## src/rtl/alu_pkg.sv

```systemverilog
// Shared ALU-side definitions: default datapath widths and opcode encodings.
// Also used by the ALU and the write-back stage.
package alu_pkg;

    localparam int unsigned XLEN   = 32;
    localparam int unsigned NREGS  = 32;
    localparam int unsigned ADDR_W = 5;
    localparam int unsigned OP_W   = 4;

    localparam logic [OP_W-1:0] OP_ADD = 4'b0000;
    localparam logic [OP_W-1:0] OP_SUB = 4'b0001;
    localparam logic [OP_W-1:0] OP_SLL = 4'b0010;

endpackage

```

## src/rtl/regfile_2r1w.sv

```systemverilog
// Integer register file: two asynchronous read ports, one write port, async reset.
// Entry 0 and any out-of-range address always read zero; there is no bypass here.
module regfile_2r1w #(
    parameter int unsigned XLEN   = 32,
    parameter int unsigned NREGS  = 32,
    parameter int unsigned ADDR_W = 5
) (
    input  logic              clk,
    input  logic              reset,
    input  logic [ADDR_W-1:0] rd_addr_a,
    output logic [XLEN-1:0]   rd_data_a,
    input  logic [ADDR_W-1:0] rd_addr_b,
    output logic [XLEN-1:0]   rd_data_b,
    input  logic              wr_en,
    input  logic [ADDR_W-1:0] wr_addr,
    input  logic [XLEN-1:0]   wr_data
);

    logic [XLEN-1:0] regs_q [NREGS];

    function automatic logic live_addr(input logic [ADDR_W-1:0] addr);
        return (addr != '0) && (32'(addr) < NREGS);
    endfunction

    always_ff @(posedge clk or posedge reset) begin
        if (reset) begin
            for (int i = 0; i < int'(NREGS); i++) begin
                regs_q[i] <= '0;
            end
        end else if (wr_en && live_addr(wr_addr)) begin
            regs_q[wr_addr] <= wr_data;
        end
    end

    always_comb begin
        rd_data_a = '0;
        rd_data_b = '0;
        if (live_addr(rd_addr_a)) rd_data_a = regs_q[rd_addr_a];
        if (live_addr(rd_addr_b)) rd_data_b = regs_q[rd_addr_b];
    end

endmodule

```

## src/rtl/alu_operand_fetch.sv

```systemverilog
// Operand-fetch stage ahead of the ALU: register read with write-back bypass and a
// one-entry valid/ready output register holding {op, rs1, rs2, rd_addr}.
module alu_operand_fetch
    import alu_pkg::*;
#(
    parameter int unsigned XLEN   = alu_pkg::XLEN,
    parameter int unsigned NREGS  = alu_pkg::NREGS,
    parameter int unsigned ADDR_W = alu_pkg::ADDR_W,
    parameter int unsigned OP_W   = alu_pkg::OP_W
) (
    input  logic              clk,
    input  logic              reset,
    input  logic              in_valid,
    output logic              in_ready,
    input  logic [OP_W-1:0]   in_op,
    input  logic [ADDR_W-1:0] in_rs1_addr,
    input  logic [ADDR_W-1:0] in_rs2_addr,
    input  logic [ADDR_W-1:0] in_rd_addr,
    input  logic              wb_en,
    input  logic [ADDR_W-1:0] wb_addr,
    input  logic [XLEN-1:0]   wb_data,
    output logic              out_valid,
    input  logic              out_ready,
    output logic [OP_W-1:0]   out_op,
    output logic [XLEN-1:0]   out_rs1,
    output logic [XLEN-1:0]   out_rs2,
    output logic [ADDR_W-1:0] out_rd_addr
);

    logic [XLEN-1:0] rf_rs1;
    logic [XLEN-1:0] rf_rs2;
    logic [XLEN-1:0] rs1_val;
    logic [XLEN-1:0] rs2_val;
    logic            accept;

    logic              valid_q;
    logic [OP_W-1:0]   op_q;
    logic [XLEN-1:0]   rs1_q;
    logic [XLEN-1:0]   rs2_q;
    logic [ADDR_W-1:0] rd_q;

    regfile_2r1w #(
        .XLEN   (XLEN),
        .NREGS  (NREGS),
        .ADDR_W (ADDR_W)
    ) u_regfile (
        .clk       (clk),
        .reset     (reset),
        .rd_addr_a (in_rs1_addr),
        .rd_data_a (rf_rs1),
        .rd_addr_b (in_rs2_addr),
        .rd_data_b (rf_rs2),
        .wr_en     (wb_en),
        .wr_addr   (wb_addr),
        .wr_data   (wb_data)
    );

    // Bypass only addresses the regfile would actually store; r0 and holes stay zero.
    function automatic logic bypass_hit(input logic [ADDR_W-1:0] addr);
        return wb_en && (wb_addr == addr) && (addr != '0) && (32'(addr) < NREGS);
    endfunction

    always_comb begin
        rs1_val = bypass_hit(in_rs1_addr) ? wb_data : rf_rs1;
        rs2_val = bypass_hit(in_rs2_addr) ? wb_data : rf_rs2;
    end

    assign in_ready = !valid_q || out_ready;
    assign accept   = in_valid && in_ready;

    always_ff @(posedge clk or posedge reset) begin
        if (reset) begin
            valid_q <= 1'b0;
            op_q    <= '0;
            rs1_q   <= '0;
            rs2_q   <= '0;
            rd_q    <= '0;
        end else if (accept) begin
            valid_q <= 1'b1;
            op_q    <= in_op;
            rs1_q   <= rs1_val;
            rs2_q   <= rs2_val;
            rd_q    <= in_rd_addr;
        end else if (out_ready) begin
            valid_q <= 1'b0;
        end
    end

    assign out_valid   = valid_q;
    assign out_op      = op_q;
    assign out_rs1     = rs1_q;
    assign out_rs2     = rs2_q;
    assign out_rd_addr = rd_q;

endmodule

```

## config.mk

```make
export PLATFORM = sky130hd
export DESIGN_NAME = alu_operand_fetch
export DESIGN_NICKNAME = d
export VERILOG_FILES = /design/src/rtl/alu_pkg.sv /design/src/rtl/regfile_2r1w.sv /design/src/rtl/alu_operand_fetch.sv
export SDC_FILE = /design/constraint.sdc
export NUM_CORES = 2
export LEC_CHECK = 0
export CAP_MARGIN = 25
export CORE_ASPECT_RATIO = 0.7
export CORE_UTILIZATION = 35
export CTS_CLUSTER_SIZE = 14
export DETAILED_ROUTE_END_ITERATION = 10
export SYNTH_ARGS = -nofsm -noshare
export SYNTH_HDL_FRONTEND = slang
export SYNTH_SLANG_ARGS = --single-unit
```

## constraint.sdc

```tcl
create_clock -name clk -period 91.3 [get_ports clk]
set_input_delay 18.26 -clock clk [delete_from_list [all_inputs] [get_ports clk]]
set_output_delay 18.26 -clock clk [all_outputs]
set_load 0.005 [all_outputs]
```

==> impl_results.md <==
* RSZ-0062 raised after global routing: false
* Remaining DRCs at 0
* FMAX at 0.0265 GHz
* Ratio of final minimum period to clock period at 0.413
* Critical path arrival at 19450 ps
* IO buf count at 135
* YS warnings at 0
* Commonest non-fill, non-tap cells in the layout: dfrtp_1 (1098), mux2_2 (1047), mux4_2 (512)
* Post-layout worst setup margin at 53590 ps
* Core ar. at 161000 sq um
* Chip width at 485 um
* Mapped Nets at 3853
* CP required at 73040 ps
* # Post-CTS Setup Buffers at 0
* Cell count after synthesis at 3792
* Final Hold Violating Endpoints at 0
* Final GP Congestion at 0.793
* Reg2reg setup slack at 89020 ps
* Share of the synthesized area in the top cell type at 0.481
* Worst Hold Class: register to register
* TritonCTS Buffers at 109
* Fin crit period at 37710 ps
* Area growth syn-to-layout at 12.7%
* First-pass GRT wire length at 262 mm
* Nets at 3788
* Status: completed
* Syn_area_per_cell at 15.1 sq um
* Vias in the first global route at 36483
* Initial antenna violation count at 2
* Largest area contributor in the netlist: dfrtp_1
* CTS tree: yes
* Sequential cell area at 27500 sq um
* Clock Latency Late Sink at 740 ps
* GRT Total Usage at 0.215
* Clk buf depth at 3
* Via count at 35672
* Slew @ Worst Pin at 1080 ps
* H-Tree Depth at 3
* Initial Utilization at 0.354
* Power density over the cells at 21.8 nW/um^2
* Post-CTS sizing at 0
* Routed WL per cell at 29.7 um
* Clock Skew at 36.4 ps
* Final slew viol count at 0
* Layout cells sized above 1 at 0.505
* Ant diodes at 0
* Pre-CTS WS at 53570 ps
* DRT antenna net count at 0
* Top FF cell, synth: dfrtp_1
* Row count at 123
* Max VDD drop at 14.9 uV
* Largest net degree at the start of global routing at 123
* Crit end category: primary output
* DIE HEIGHT at 340 um
* Filler cells at 14819
* FF+latch count, synth at 1098
* Slew HR at 0.275
* P_leak at 0.0271 uW
* # clock sinks at 1098
* I/O pins at 136
* DP HPWL at 103 mm
* Drt total wl at 176 mm
* CP startpoint kind: primary input
* Final Setup Violations at 0
* Remaining global-route overflow at 0
* Die Area at 165000 sq um
* Area of the multi-input gates at 27800 sq um
* Detailed Routing Iterations Pass 1 at 5
* Clock-pin slew on the worst setup and hold paths at 60 ps
* Worst-path maximum fanout at 4
* Critical path type: primary input to primary output
* Total Negative Setup Slacks at 0 ps
* Top cells by area, synth: dfrtp_1 (48%), mux2_2 (21%), mux4_2 (20%), o22ai_1 (1.4%), clkbuf_1 (1.3%)
* Commonest non-fill, non-tap cell in the layout: dfrtp_1
* Register area share after synthesis at 0.481
* Max cap viols at 0
* 1st-iter DRT viols at 3248
* Clock Root Buffer: clkbuf_16
* Via/cell ratio at 6.00
* Number of synthesized flops with an enable pin at 0
* Ys async rst share at 1.00
* Post-CTS Hold Fix Bufs at 0
* Yosys cell types at 40
* Synth Cell Area at 57100 sq um
-- metrics by stage --
step	hold WS, ps	area [sq um]	utilization	cells	power, uW
CTS	398	64200	0.398	5933	1410
global route	408	64400	0.399	5941	1460
finish	390	64400	0.399	5941	1400
detailed placement	384	60400	0.374	5733	931
floorplan	441	57100	-	3792	849
global placement	376	60100	0.372	5716	918
-- flip-flops by register name (all words and copies together), names as in the netlist --
name and flops:
out_rs2 32, u_regfile.regs_q 1024, out_rd_addr 5, out_op 4, out_rs1 32, out_valid 1
-- layout make-up --
cell class              instances  area share
multi-input cells            2261       0.432
clock inverters                42     0.00748
inverters                       3    0.000291
well taps                    2125      0.0413
clock buffers                 158      0.0511
repair buffers                254      0.0416
flip-flops and latches       1098       0.427
-- per-layer routing --
metal  share of wire  global-route usage  vias to the layer above
met5               0                   0                        -
met4           0.026              0.0586                        0
met3           0.077              0.0491                      258
met2            0.44               0.316                     1324
met1            0.46               0.317                    19574
li1                -                   -                    14516
-- power by group --
group | internal, uW | total, uW | switching (uW)
Combinational | 174 | 280 | 106
Sequential | 578 | 645 | 66.6
Clock | 271 | 476 | 206
Total | 1020 | 1400 | 379
-- kinds of logic (layout without fill, tap and decap cells) --
group	Yosys count	in the layout	synth area share
XOR/XNOR	10	10	0.00153
buffers and inverters	433	457	0.0362
flip-flops	1098	1098	0.481
AND/OR/NAND/NOR	295	295	0.0246
AO/OA/AOI/OAI	325	325	0.0360
multiplexers	1631	1631	0.421
-- synth_stat cells, types with 3 or more instances --
library cell / n
a21oi_1: 64
a31oi_1: 63
buf_1: 53
buf_2: 108
buf_4: 44
buf_6: 19
clkbuf_1: 205
dfrtp_1: 1098
inv_1: 3
mux2_1: 8
mux2_2: 1047
mux2i_1: 64
mux4_2: 512
nand2_1: 113
nand2b_1: 10
nand3b_1: 4
nor2_1: 82
nor3b_1: 4
o211ai_1: 63
o22ai_1: 128
or2_2: 3
or3_1: 63
xnor2_1: 10
-- critical path, stage by stage --
cell and delay (ps):
clkdlybuf4s50_1 440, nand2b_1 210, clkdlybuf4s50_1 540
-- final timing paths --
path                       cells after the start              startpoint                     end
min reg2reg                                    0  u_regfile.regs_q[1009]  u_regfile.regs_q[1009]
max reg2reg                                    5               out_valid             out_rs1[23]
min                                            0  u_regfile.regs_q[1009]  u_regfile.regs_q[1009]
max                                            3               out_ready                in_ready
max in group asynchronous                     10                   reset   u_regfile.regs_q[795]
min in group asynchronous                      2                   reset   u_regfile.regs_q[939]
Note: power is estimated with default switching activity, not from simulation.
